**config.mk**
```make
export PLATFORM = sky130hd
export DESIGN_NAME = spi_flash_reader
export DESIGN_NICKNAME = d
export VERILOG_FILES = /design/src/rtl/spi_flash_pkg.sv /design/src/rtl/spi_byte_shifter.sv /design/src/rtl/spi_flash_reader.sv
export SDC_FILE = /design/constraint.sdc
export NUM_CORES = 1
export LEC_CHECK = 0
export ABC_CLOCK_PERIOD_IN_PS = 5450
export CAP_MARGIN = 20
export CORE_UTILIZATION = 37
export DETAILED_ROUTE_END_ITERATION = 12
export GPL_ROUTABILITY_DRIVEN = 1
export MAX_ROUTING_LAYER = met4
export PLACE_DENSITY = 0.55
export RECOVER_POWER = 25
export REMOVE_ABC_BUFFERS = 1
export SETUP_SLACK_MARGIN = 0.2
export SYNTH_ARGS = -nofsm -noshare
export SYNTH_HDL_FRONTEND = slang
export SYNTH_SLANG_ARGS = --single-unit
```
**constraint.sdc**
```tcl
create_clock -name clk -period 5.45 [get_ports clk]
set_input_delay 1.09 -clock clk [delete_from_list [all_inputs] [get_ports clk]]
set_output_delay 1.09 -clock clk [all_outputs]
set_load 0.01 [all_outputs]
```
**src/rtl/spi_flash_pkg.sv**
```systemverilog
// Shared constants for the SPI flash reader: flash opcodes, bit-count limit and FSM state encoding.
package spi_flash_pkg;

  localparam logic [7:0] CMD_READ      = 8'h03;
  localparam logic [7:0] CMD_FAST_READ = 8'h0B;

  localparam logic [3:0] BYTE_BITS = 4'd8;

  typedef logic [2:0] state_t;

  localparam state_t ST_IDLE     = 3'd0;
  localparam state_t ST_CS_SETUP = 3'd1;
  localparam state_t ST_CMD      = 3'd2;
  localparam state_t ST_ADDR     = 3'd3;
  localparam state_t ST_DUMMY    = 3'd4;
  localparam state_t ST_DATA     = 3'd5;
  localparam state_t ST_CS_HOLD  = 3'd6;
  localparam state_t ST_DONE     = 3'd7;

endpackage

```
**src/rtl/spi_byte_shifter.sv**
```systemverilog
// 8-bit shift register shared by every SPI phase: MSB is the outgoing bit, MISO enters at the LSB.
module spi_byte_shifter
  import spi_flash_pkg::*;
(
  input  logic       clk,
  input  logic       rst,
  input  logic       load,
  input  logic [7:0] load_data,
  input  logic       sample,
  input  logic       miso,
  output logic [7:0] data,
  output logic [3:0] bit_cnt
);

  always_ff @(posedge clk) begin
    if (load) begin
      data <= load_data;
    end else if (sample) begin
      data <= {data[6:0], miso};
    end
  end

  always_ff @(posedge clk) begin
    if (rst) begin
      bit_cnt <= 4'd0;
    end else if (load) begin
      bit_cnt <= 4'd0;
    end else if (sample && bit_cnt != BYTE_BITS) begin
      bit_cnt <= bit_cnt + 4'd1;
    end
  end

endmodule

```
**src/rtl/spi_flash_reader.sv**
```systemverilog
// SPI mode-0 flash read master: command, address, optional dummy byte, then len bytes streamed out.
// Define SPI_FLASH_FAST_READ_EN to use FAST READ (0x0B) with 8 dummy clocks instead of READ (0x03).
module spi_flash_reader
  import spi_flash_pkg::*;
#(
  parameter int CLK_DIV    = 2,
  parameter int ADDR_BYTES = 3,
  parameter int LEN_W      = 16
) (
  input  logic                    clk,
  input  logic                    rst,
  input  logic                    start,
  input  logic [8*ADDR_BYTES-1:0] addr,
  input  logic [LEN_W-1:0]        len,
  output logic                    busy,
  output logic                    done,
  output logic [7:0]              rd_data,
  output logic                    rd_valid,
  input  logic                    rd_ready,
  output logic                    spi_cs_n,
  output logic                    spi_sck,
  output logic                    spi_mosi,
  input  logic                    spi_miso
);

`ifdef SPI_FLASH_FAST_READ_EN
  localparam logic [7:0] READ_CMD  = CMD_FAST_READ;
  localparam logic       HAS_DUMMY = 1'b1;
`else
  localparam logic [7:0] READ_CMD  = CMD_READ;
  localparam logic       HAS_DUMMY = 1'b0;
`endif

  localparam logic [8:0] DIV_RELOAD  = 9'(CLK_DIV - 1);
  localparam logic [8:0] HOLD_RELOAD = 9'(2 * CLK_DIV - 1);
  localparam logic [2:0] ADDR_LAST   = 3'(ADDR_BYTES - 1);
  localparam int         AMSB        = 8 * ADDR_BYTES - 1;

  state_t                  state;
  logic [8:0]              div_cnt;
  logic [2:0]              byte_idx;
  logic [LEN_W-1:0]        len_cnt;
  logic [8*ADDR_BYTES-1:0] addr_q;

  logic       sh_load;
  logic [7:0] sh_load_data;
  logic [7:0] sh_data;
  logic [3:0] sh_bit_cnt;

  logic accept, div_done, shifting, tx_phase;
  logic rise, fall, byte_end, next_is_addr, data_finished, next_mosi;

  assign accept   = (state == ST_IDLE) && start;
  assign div_done = (div_cnt == 9'd0);
  assign shifting = (state == ST_CMD) || (state == ST_ADDR) ||
                    (state == ST_DUMMY) || (state == ST_DATA);
  assign tx_phase = (state == ST_CMD) || (state == ST_ADDR);

  // In DATA a new bit only starts once the previous byte is accepted and more bytes remain.
  assign rise = !spi_sck && div_done &&
                ((state == ST_CS_SETUP) || (state == ST_CMD) || (state == ST_ADDR) ||
                 (state == ST_DUMMY) ||
                 ((state == ST_DATA) && (len_cnt != '0) && !rd_valid));
  assign fall          = spi_sck && div_done && shifting;
  assign byte_end      = fall && (sh_bit_cnt == BYTE_BITS);
  assign next_is_addr  = byte_end &&
                         ((state == ST_CMD) || ((state == ST_ADDR) && (byte_idx != ADDR_LAST)));
  assign data_finished = (state == ST_DATA) && !spi_sck && div_done &&
                         (len_cnt == '0) && !rd_valid;

  always_comb begin
    next_mosi = 1'b0;
    if (byte_end) begin
      next_mosi = next_is_addr ? addr_q[AMSB] : 1'b0;
    end else if (tx_phase) begin
      next_mosi = sh_data[7];
    end
  end

  always_comb begin
    sh_load      = accept || byte_end;
    sh_load_data = 8'h00;
    if (accept) begin
      sh_load_data = READ_CMD;
    end else if (next_is_addr) begin
      sh_load_data = addr_q[AMSB -: 8];
    end
  end

  spi_byte_shifter u_shifter (
    .clk       (clk),
    .rst       (rst),
    .load      (sh_load),
    .load_data (sh_load_data),
    .sample    (rise),
    .miso      (spi_miso),
    .data      (sh_data),
    .bit_cnt   (sh_bit_cnt)
  );

  always_ff @(posedge clk) begin
    if (accept) begin
      addr_q <= addr;
    end else if (next_is_addr) begin
      addr_q <= addr_q << 8;
    end
  end

  always_ff @(posedge clk) begin
    if (rst) begin
      state    <= ST_IDLE;
      busy     <= 1'b0;
      done     <= 1'b0;
      spi_cs_n <= 1'b1;
      spi_sck  <= 1'b0;
      spi_mosi <= 1'b0;
      rd_valid <= 1'b0;
      rd_data  <= 8'h00;
      div_cnt  <= 9'd0;
      byte_idx <= 3'd0;
      len_cnt  <= '0;
    end else begin
      done <= 1'b0;
      if (!div_done) begin
        div_cnt <= div_cnt - 9'd1;
      end
      if (rd_valid && rd_ready) begin
        rd_valid <= 1'b0;
      end

      // Rising SCK: MISO is captured by the shifter on this same edge.
      if (rise) begin
        spi_sck <= 1'b1;
        div_cnt <= DIV_RELOAD;
        if (state == ST_CS_SETUP) begin
          state <= ST_CMD;
        end
        if ((state == ST_DATA) && (sh_bit_cnt == 4'd7)) begin
          rd_valid <= 1'b1;
          rd_data  <= {sh_data[6:0], spi_miso};
          if (len_cnt != '0) begin
            len_cnt <= len_cnt - LEN_W'(1);
          end
        end
      end

      if (fall) begin
        spi_sck  <= 1'b0;
        div_cnt  <= DIV_RELOAD;
        spi_mosi <= next_mosi;
        if (byte_end) begin
          case (state)
            ST_CMD:   state <= ST_ADDR;
            ST_ADDR: begin
              if (byte_idx == ADDR_LAST) begin
                state <= HAS_DUMMY ? ST_DUMMY : ST_DATA;
              end else begin
                byte_idx <= byte_idx + 3'd1;
              end
            end
            ST_DUMMY: state <= ST_DATA;
            default: ;
          endcase
        end
      end

      case (state)
        ST_IDLE: begin
          if (start) begin
            busy     <= 1'b1;
            len_cnt  <= len;
            byte_idx <= 3'd0;
            if (len == '0) begin
              state <= ST_DONE;
            end else begin
              state    <= ST_CS_SETUP;
              spi_cs_n <= 1'b0;
              spi_mosi <= READ_CMD[7];
              div_cnt  <= DIV_RELOAD;
            end
          end
        end
        ST_DATA: begin
          if (data_finished) begin
            spi_cs_n <= 1'b1;
            div_cnt  <= HOLD_RELOAD;
            state    <= ST_CS_HOLD;
          end
        end
        ST_CS_HOLD: begin
          if (div_done) begin
            state <= ST_DONE;
          end
        end
        ST_DONE: begin
          done  <= 1'b1;
          busy  <= 1'b0;
          state <= ST_IDLE;
        end
        default: ;
      endcase
    end
  end

endmodule
```
==> out/metrics.csv, run 1 <==
stage;metric;value;unit
layout;area_growth;21.56;%
worst_setup_path;worstSetupEndpointType;flop;
worst_setup_path;crit_chain;dlygate4sd3_1 > nor4b_1 > clkbuf_1 > a21o_1;
worst_hold_path;holdCritPathClass;reg -> reg;
grt;grt_pass1_vias;3356;
run_status;run_status;finished with violations;
power_and_ir_drop;switching_share;38.82;%
detailed_routing;drt_iter0_drc;133;
die;dieArea;11580;um^2
worst_setup_path;max_stage_delay;1.33;ns
detailed_routing;ant_nets;0;
worst_setup_path;reg2reg_from;state[1]$_SDFF_PP0_;
logic_synthesis;yosys.area.top_type;dfxtp_1;
clock_network;cts_num_sinks;81;
power_and_ir_drop;power_density;454.5;nW/um^2
power_and_ir_drop;leakagePower;1.856;nW
clock_network;clock_path_buffers;2;
worst_hold_path;min_from;rd_data[4]$_SDFFE_PP0P_;
logic_synthesis;avgSynthCellArea;8.932;um^2
run;cap_violations;1;
worst_setup_path;path_class;in -> reg;
timing;final.period_utilization;74.41;%
logic_synthesis;syn_area;4126;um^2
timing;setup_viol;0;
logic_synthesis;ys_seq_area_share;47.06;%
worst_setup_path;cp_max_fo;41;
worst_setup_path;cp_slowest_cell;clkbuf_1;
logic_synthesis;synthArstFlopShare;0;%
timing;fmax;246.6;MHz
grt;antenna_found_initial;0;
timing;finalWorstSetupSlack;1.395;ns
clock_network;clk_latency;0.36;ns
die;dieHeight;107.6;um
logic_synthesis;synth_top_area_share;23.77;%
layout;nets;562;
detailed_routing;viasPerCell;5.315;
logic_synthesis;synthTopCellsByArea;dfxtp_1, edfxtp_1, nand2_1, nor2_1, mux2i_1;
clock_network;clockRootBuffer;clkbuf_8;
logic_synthesis;synth_edf_count;32;
worst_setup_path;worstSetupStartpoint;start;
die;rows;38;
power_and_ir_drop;peakVddDrop;0.2208;mV
clock_network;cts_buffers;9;
clock_network;htreeDepth;3;
detailed_routing;drcViolationCount;0;
logic_synthesis;yosys.cell_count.top_type;nand2_1;
logic_synthesis;synthFlopType;dfxtp_1;
layout;nFillCells;1079;
logic_synthesis;syn-instance-count;462;
die;ios;59;
placed_design;dp.final_hpwl;6630;um
grt;grt_max_degree;54;
timing;rsz0062_at_grt;false;
worst_setup_path;arrival;4.04;ns
worst_setup_path;crit_required;5.43;ns
logic_synthesis;synthTopCellsByCount;nand2_1, nor2_1, dfxtp_1, edfxtp_1, clkbuf_1;
logic_synthesis;synth-seq-cells;81;
timing;worst_slew_pin_slew;1.823;ns
detailed_routing;dr.pass1.iters;5;
power_and_ir_drop;p_int;1.395;mW
timing;maxSlewHeadroom;-21.55;%
run_status;violations;max-capacitance violations, max-slew violations;
power_and_ir_drop;pwr-share-clk;20.6;%
detailed_routing;wire_per_inst;14.86;um
detailed_routing;vias;3481;
timing;fin_worst_skew;0.01586;ns
placed_design;dp_slack;1.874;ns
clock_network;cts_resized;0;
worst_setup_path;crit_family;buffers and inverters;
worst_setup_path;critPathBufInv;2;
logic_synthesis;synth_cell_types;54;
clock_network;cts_tree;built;
die;core_area;10840;um^2
timing;hold_violations;0;
clock_network;postCtsHoldBufs;0;
placed_design;io_buffers;58;
placed_design;place.gp.congestion;0.7999;
worst_setup_path;setup.worst_path.start_class;input pin;
detailed_routing;wl;9735;um
layout;num_antenna_cells;0;
power_and_ir_drop;p_seq_share;43.4;%
layout;drive_gt1_share;6.214;%
timing;period_minus_slack;4.055;ns
timing;timing.setup.tns;0;ns
clock_network;clkTransAtPathRegs;0.10;ns
power_and_ir_drop;p_sw;885.0;uW
logic_synthesis;ys_warn_count;0;
grt;grt_overflow_total;0;
die;initial_core_util;38.07;%
power_and_ir_drop;comb_power_share;36.0;%
die;die_w;107.6;um
clock_network;cts_setup_buffers;0;
timing;finalMaxSlewViolations;42;
grt;grt_pass1_wl;16450;um
grt;grt_use_total;18.59;%
## power by group through the flow
| stage | sequential (mW) | clock (mW) | combinational, mW |
|---|---|---|---|
| finish | 0.989 | 0.470 | 0.820 |
| global route | 1.02 | 0.503 | 0.932 |
| CTS | 0.989 | 0.484 | 0.827 |
| detailed placement | 1.00 | 0 | 0.825 |
| global placement | 0.999 | 0 | 0.811 |
| floorplan | 0.961 | 0 | 0.603 |
## layout make-up
type | instances | area [um^2] | share of cell area [%]
clock inverters | 7 | 81.33 | 1.621
multi-input cells | 340 | 2029 | 40.46
clock buffers | 9 | 123.9 | 2.469
repair buffers | 63 | 608.1 | 12.12
inverters | 15 | 56.30 | 1.122
flip-flops and latches | 81 | 1942 | 38.71
well taps | 140 | 175.2 | 3.492
## metal layers
| layer | global-route usage [%] | up-vias | part of all wire [%] |
|---|---|---|---|
| li1 | - | 1768 | - |
| met1 | 23.40 | 1624 | 48 |
| met2 | 30.49 | 80 | 47 |
| met3 | 3.450 | 9 | 3.6 |
| met4 | 5.284 | 0 | 1.3 |
| met5 | - | - | 0 |
## path summary, 6_finish.rpt
path | endpoint | slack [ns] | depth (start not counted)
setup reg to reg | addr_q[21]$_DFFE_PP_ | 2.03 | 3
hold reg to reg | rd_data[4]$_SDFFE_PP0P_ | 0.50 | 2
setup / recovery | addr_q[21]$_DFFE_PP_ | 1.39 | 4
hold / removal | rd_data[4]$_SDFFE_PP0P_ | 0.50 | 2
## through the flow
step                      hold slack [ns]  power [mW]  cells  util [%]  area (um^2)
after floorplan                    0.4616       1.564    436         -         4025
after global placement             0.4790       1.810    638     44.46         4820
after detailed placement           0.4869       1.827    638     44.46         4820
after CTS                          0.4991       2.300    654     46.35         5025
after global routing               0.5312       2.450    655     46.27         5016
final                              0.4989       2.280    655     46.27         5016
## tightest hold or removal path, cell delays in order (launching register included)
cell     delay (ns)
dfxtp_1        0.33
mux2i_1        0.06
nor2_1         0.08
## placed cells by master, fill, tap and decap left out, drive strengths merged, types with 3 or more instances in the layout
cell type      count
nand2             75
nor2              55
dfxtp             49
clkdlybuf4s50     42
edfxtp            32
nor4              19
inv               19
nand3             18
a211oi            17
mux2i             16
dlygate4sd3       16
a21oi             13
o21ai             13
nor3              12
clkbuf            12
xnor2             10
and2               9
and4               8
ha                 7
nand2b             6
or4                6
nor3b              5
or3                5
nand4              4
a21o               4
o211ai             4
nor4b              3
## state kept, by name (all words and copies together), names as in the netlist, 3 cells and up
signal / cells
state: 3
rd_data: 8
len_cnt: 16
u_shifter.data: 8
div_cnt: 9
addr_q: 24
byte_idx: 3
u_shifter.bit_cnt: 4
## cell families after synthesis
| family | synth area share [%] |
|---|---|
| AND/OR/NAND/NOR | 29.08 |
| AO/OA/AOI/OAI | 11.43 |
| multiplexers | 4.154 |
| flip-flops | 47.06 |
| XOR/XNOR | 2.335 |
| adder cells (fa/ha/maj) | 2.122 |
| buffers and inverters | 3.820 |
(Power assumes the default switching activity.)
==> run 2: changes to the inputs <==
--- a/config.mk
+++ b/config.mk
@@ -5,13 +5,13 @@
 export SDC_FILE = /design/constraint.sdc
 export NUM_CORES = 1
 export LEC_CHECK = 0
-export ABC_CLOCK_PERIOD_IN_PS = 5450
+export ABC_CLOCK_PERIOD_IN_PS = 3700
 export CAP_MARGIN = 20
 export CORE_UTILIZATION = 37
 export DETAILED_ROUTE_END_ITERATION = 12
 export GPL_ROUTABILITY_DRIVEN = 1
 export MAX_ROUTING_LAYER = met4
-export PLACE_DENSITY = 0.55
+export PLACE_DENSITY = 0.57
 export RECOVER_POWER = 25
 export REMOVE_ABC_BUFFERS = 1
 export SETUP_SLACK_MARGIN = 0.2
==> constraint.sdc (replaced) <==
create_clock -name clk -period 3.7 [get_ports clk]
set_input_delay 0.74 -clock clk [delete_from_list [all_inputs] [get_ports clk]]
set_output_delay 0.74 -clock clk [all_outputs]
set_load 0.01 [all_outputs]
==> run 2 against run 1 <==
Against the previous run:
- die area unchanged
- the flow now finishes without violations
- setup slack got worse by 0.51 ns
- global-route usage increased by 0.36 points
- highest routed layer unchanged
- sequential power rose by 48%
- via count up 2.0%
- critical path type is now reg -> reg
==> out/metrics.csv, run 2 (same netlist as run 1, synthesis figures left out) <==
stage;metric;value;unit;change
run_status;run_status;complete, no violations;;was finished with violations
power_and_ir_drop;peakVddDrop;0.2891;mV;was 0.2208 mV
timing;rsz0062_at_grt;false;;unchanged
clock_network;clkTransAtPathRegs;0.10;ns;about the same
power_and_ir_drop;power;3.383;mW;was 2.280 mW
timing;fmax;355.4;MHz;
detailed_routing;wl_met2;4588;um;was 4571 um
clock_network;cts_num_sinks;81;;unchanged
die;dieHeight;107.6;um;unchanged
grt;antenna_found_initial;0;;unchanged
detailed_routing;ant_nets;0;;unchanged
die;dieArea;11580;um^2;unchanged
timing;hold_violations;0;;unchanged
clock_network;cts_setup_buffers;0;;unchanged
clock_network;clockRootBuffer;clkbuf_8;;unchanged
timing;finalWorstSetupSlack;0.8861;ns;was 1.395 ns
clock_network;clk_latency;0.37;ns;was 0.36 ns
placed_design;place.gp.congestion;0.7796;;was 0.7999
worst_setup_path;setup.worst_path.start_class;flop;;was input pin
placed_design;dpl_cell_area;4902;um^2;was 4820 um^2
layout;nets;572;;was 562
die;rows;38;;unchanged
clock_network;htreeDepth;3;;unchanged
layout;drive_gt1_share;7.810;%;was 6.214%
detailed_routing;drcViolationCount;0;;unchanged
timing;maxSlewHeadroom;6.187;%;was -21.55%
timing;finalMaxSlewViolations;0;;was 42
layout;largest_reg_flops;24;;unchanged
timing;worst_hold_slack;0.4758;ns;was 0.4989 ns
timing;final.period_utilization;76.05;%;
worst_setup_path;cp_max_fo;6;;was 41
detailed_routing;dr.pass1.iters;4;;was 5
grt;grt_max_degree;32;;was 54
grt;grt_use_total;18.95;%;was 18.59%
timing;fin_worst_skew;0.01678;ns;was 0.01586 ns
run;cap_violations;0;;was 1
layout;biggestRegsByFlops;addr_q (24), len_cnt (16), div_cnt (9);;unchanged
placed_design;dp_slack;0.8360;ns;was 1.874 ns
placed_design;dp.final_hpwl;7096;um;was 6630 um
detailed_routing;viasPerCell;5.337;;was 5.315
clock_network;postCtsHoldBufs;0;;unchanged
die;ios;59;;unchanged
layout;fin_area;5087;um^2;was 5016 um^2
timing;period_minus_slack;2.814;ns;
detailed_routing;wl_met3;387;um;was 346 um
clock_network;cts_buffers;9;;unchanged
layout;regMostFlops;addr_q;;unchanged
layout;num_antenna_cells;0;;unchanged
grt;grt_pass1_vias;3477;;was 3356
grt;grt_overflow_total;0;;unchanged
layout;area_growth;23.29;%;was 21.56%
detailed_routing;drt_iter0_drc;155;;was 133
detailed_routing;highest_layer;met4;;unchanged
power_and_ir_drop;leakagePower;1.900;nW;was 1.856 nW
worst_setup_path;path_class;reg -> reg;;was in -> reg
detailed_routing;drt-met1-wl;4729;um;was 4692 um
clock_network;cts_tree;built;;unchanged
layout;final_core_util;46.93;%;was 46.27%
detailed_routing;vias;3549;;was 3481
clock_network;clock_path_buffers;2;;unchanged
detailed_routing;wl;9839;um;was 9735 um
worst_setup_path;worstSetupEndpointType;flop;;unchanged
placed_design;io_buffers;58;;unchanged
worst_hold_path;holdCritPathClass;reg -> reg;;unchanged
die;die_w;107.6;um;unchanged
grt;grt_pass1_wl;16790;um;was 16450 um
timing;worst_slew_pin_slew;1.407;ns;was 1.823 ns
timing;setup_viol;0;;unchanged
worst_setup_path;arrival;3.08;ns;was 4.04 ns
die;initial_core_util;38.07;%;unchanged
layout;layout_commonest_cell;nand2_1;;unchanged
die;core_area;10840;um^2;unchanged
layout;layout_common_cells;nand2_1, nor2_1, dfxtp_1;;unchanged
worst_setup_path;crit_required;3.97;ns;was 5.43 ns
power_and_ir_drop;power_density;665.0;nW/um^2;was 454.5 nW/um^2
clock_network;cts_resized;0;;unchanged
detailed_routing;wire_per_inst;14.80;um;was 14.86 um
run 2: area by class of cell:
cell class | instances | area (um^2)
Fill cell | 1072 | 5753
Multi-Input combinational cell | 340 | 2029
Sequential cell | 81 | 1942
Timing Repair Buffer | 73 | 681.9
Tap cell | 140 | 175.2
Clock buffer | 9 | 123.9
Clock inverter | 7 | 78.83
Inverter | 15 | 56.30
run 2: final timing paths:
kind                          from                endpoint  slack, ns  cells past startpoint
min          spi_cs_n$_SDFFE_PP1P_   spi_cs_n$_SDFFE_PP1P_       0.48                      1
max          len_cnt[1]$_SDFF_PP0_  len_cnt[12]$_SDFF_PP0_       0.89                      7
min reg2reg  spi_cs_n$_SDFFE_PP1P_   spi_cs_n$_SDFFE_PP1P_       0.48                      1
max reg2reg  len_cnt[1]$_SDFF_PP0_  len_cnt[12]$_SDFF_PP0_       0.89                      7
run 2: power breakdown:
part           total, mW  switching (mW)  internal [mW]
Sequential          1.46           0.207           1.25
Clock              0.666           0.394          0.272
Combinational       1.26           0.740          0.521
Total               3.38            1.34           2.04
run 2: metrics by stage:
step           TNS, ns  std cells
6_report             0        665
5_1_grt              0        665
4_1_cts              0        665
3_5_place_dp         0        649
3_3_place_gp         0        649
2_1_floorplan   -40.95        436
run 2: critical path, cell delays in order (launching register included):
cell and delay (ns):
dfxtp_1 0.33, inv_1 0.07, ha_1 0.16, or3b_2 0.53, or4_1 0.46, nor4_1 0.71
a211oi_1 0.17, nor4_1 0.27
run 2: metal layers:
layer	vias up	track usage (%)
li1	1784	-
met1	1670	24.18
met2	83	31.14
met3	12	3.329
met4	0	4.697
met5	-	-
==> run 3: changes to the inputs <==
--- a/config.mk
+++ b/config.mk
@@ -5,7 +5,7 @@
 export SDC_FILE = /design/constraint.sdc
 export NUM_CORES = 1
 export LEC_CHECK = 0
-export ABC_CLOCK_PERIOD_IN_PS = 3700
+export ABC_CLOCK_PERIOD_IN_PS = 2370
 export CAP_MARGIN = 20
 export CORE_UTILIZATION = 37
 export DETAILED_ROUTE_END_ITERATION = 12
==> constraint.sdc (replaced) <==
create_clock -name clk -period 2.37 [get_ports clk]
set_input_delay 0.474 -clock clk [delete_from_list [all_inputs] [get_ports clk]]
set_output_delay 0.474 -clock clk [all_outputs]
set_load 0.01 [all_outputs]
==> run 3 against run 2 <==
Against the previous run:
- the run now ends with negative setup slack left
- clock skew fell by 0.0066 ns
- core utilization rose by 4.3 points
- hold slack got worse by 0.013 ns
- sequential cell count did not move
- combinational power rose by 110%
- register-to-register slack got worse by 0.93 ns
- critical endpoint is now len_cnt[15]$_SDFF_PP0_
==> out/metrics.csv, run 3 (same netlist as run 1, synthesis figures left out) <==
stage;metric;value;unit;change
layout;largest_reg_flops;24;;unchanged
clock_network;cts_buffers;9;;unchanged
timing;finalWorstSetupSlack;-0.04529;ns;was 0.8861 ns
timing;hold_violations;0;;unchanged
placed_design;io_buffers;58;;unchanged
clock_network;clock_path_buffers;2;;unchanged
placed_design;dp_slack;-0.06676;ns;was 0.8360 ns
die;rows;38;;unchanged
clock_network;clkTransAtPathRegs;0.09;ns;was 0.10 ns
timing;fin_worst_skew;0.01015;ns;was 0.01678 ns
worst_setup_path;setup.worst_path.start_class;flop;;unchanged
run;cap_violations;0;;unchanged
grt;grt_pass1_vias;3556;;was 3477
die;core_area;10840;um^2;unchanged
die;dieHeight;107.6;um;unchanged
layout;drive_gt1_share;19.43;%;was 7.810%
placed_design;dp_cells;678;;was 649
die;die_w;107.6;um;unchanged
clock_network;cts_num_sinks;81;;unchanged
detailed_routing;wire_per_inst;15.01;um;was 14.80 um
detailed_routing;ant_nets;0;;unchanged
layout;nets;608;;was 572
layout;instances_no_fill;701;;was 665
worst_hold_path;holdCritPathClass;reg -> reg;;unchanged
timing;fmax;414.0;MHz;was 355.4 MHz
grt;grt_use_total;19.66;%;was 18.95%
run_status;violations;negative setup slack;;
layout;layout_commonest_cell;nand2_1;;unchanged
power_and_ir_drop;leakagePower;2.108;nW;was 1.900 nW
clock_network;clk_latency;0.37;ns;about the same
detailed_routing;viasPerCell;5.245;;was 5.337
placed_design;dp.final_hpwl;7479;um;was 7096 um
timing;setup_viol;1;;was 0
detailed_routing;vias;3677;;was 3549
layout;biggestRegsByFlops;addr_q (24), len_cnt (16), div_cnt (9);;unchanged
power_and_ir_drop;peakVddDrop;0.4597;mV;was 0.2891 mV
power_and_ir_drop;power_density;1046;nW/um^2;was 665.0 nW/um^2
worst_setup_path;cp_max_fo;2;;was 6
power_and_ir_drop;power;5.808;mW;was 3.383 mW
clock_network;cts_tree;built;;unchanged
timing;maxSlewHeadroom;48.88;%;was 6.187%
placed_design;place.gp.congestion;0.8393;;was 0.7796
worst_setup_path;arrival;2.69;ns;was 3.08 ns
worst_setup_path;crit_required;2.65;ns;was 3.97 ns
run_status;run_status;finished with violations;;was complete, no violations
layout;num_antenna_cells;0;;unchanged
die;initial_core_util;38.07;%;unchanged
clock_network;htreeDepth;3;;unchanged
die;dieArea;11580;um^2;unchanged
detailed_routing;dr.pass1.iters;5;;was 4
grt;antenna_found_initial;0;;unchanged
die;ios;59;;unchanged
timing;final.period_utilization;101.9;%;was 76.05%
detailed_routing;drt_iter0_drc;157;;was 155
worst_setup_path;worstSetupEndpointType;flop;;unchanged
clock_network;clockRootBuffer;clkbuf_8;;unchanged
timing;period_minus_slack;2.415;ns;was 2.814 ns
timing;worst_hold_slack;0.4632;ns;was 0.4758 ns
timing;worst_slew_pin_slew;0.7603;ns;was 1.407 ns
grt;grt_max_degree;36;;was 32
detailed_routing;drcViolationCount;0;;unchanged
detailed_routing;wl;10520;um;was 9839 um
grt;grt_overflow_total;0;;unchanged
grt;grt_pass1_wl;17190;um;was 16790 um
timing;finalMaxSlewViolations;0;;unchanged
layout;layout_common_cells;nand2_1, nor2_1, clkdlybuf4s50_1;;was nand2_1, nor2_1, dfxtp_1
worst_setup_path;path_class;reg -> reg;;unchanged
layout;area_growth;34.51;%;was 23.29%
timing;rsz0062_at_grt;true;;was false
layout;regMostFlops;addr_q;;unchanged
==> run 3: timing repair <==
action,in CTS,in global routing
hold buffers,0,0
setup endpoints to repair,28,58
hold endpoints to repair,0,0
resized for setup,9,39
buffers inserted,2,5
pin swaps,8,14
==> run 3: power breakdown <==
group / switching (mW) / internal (mW) / total [mW]
logic: 1.41 / 1.20 / 2.60
registers: 0.263 / 1.96 / 2.22
clock network: 0.584 / 0.401 / 0.986
total: 2.25 / 3.55 / 5.81
==> run 3: final cells by class <==
cell class | instances | area, um^2
clock buffer | 9 | 123.9
clock inverter | 7 | 57.56
fill | 1038 | 5290
inverter | 15 | 56.30
multi-input combinational | 340 | 2192
sequential | 81 | 1951
tap | 140 | 175.2
timing repair buffer | 109 | 994.7
==> run 3: path summary, 6_finish.rpt <==
path / startpoint / endpoint / slack [ns] / depth (start not counted)
setup / recovery: len_cnt[2]$_SDFF_PP0_ / len_cnt[15]$_SDFF_PP0_ / -0.05 / 5
hold / removal: spi_cs_n$_SDFFE_PP1P_ / spi_cs_n$_SDFFE_PP1P_ / 0.46 / 1
setup reg to reg: len_cnt[2]$_SDFF_PP0_ / len_cnt[15]$_SDFF_PP0_ / -0.05 / 5
hold reg to reg: spi_cs_n$_SDFFE_PP1P_ / spi_cs_n$_SDFFE_PP1P_ / 0.46 / 1
==> run 3: critical path, stage by stage, from the launching register on <==
cell	delay, ns
dfxtp_2	0.33
or4_4	0.53
or4_4	0.43
or3_1	0.32
or4b_1	0.49
a311oi_1	0.23
==> run 3: metrics by stage <==
step	area [um^2]	TNS, ns	utilization, %
5_1_grt	5550	-0.4320	51.20
2_1_floorplan	4025	-137.87	-
3_5_place_dp	5145	-0.06715	47.46
3_3_place_gp	5145	-0.03106	47.46
6_report	5550	-0.04529	51.20
4_1_cts	5384	-0.003867	49.67
==> run 3: layer usage <==
layer | wire length (um) | global-route usage [%]
met5 | 0 | -
met4 | 166 | 7.632
met3 | 402 | 2.906
met2 | 4932 | 30.49
met1 | 5017 | 25.85
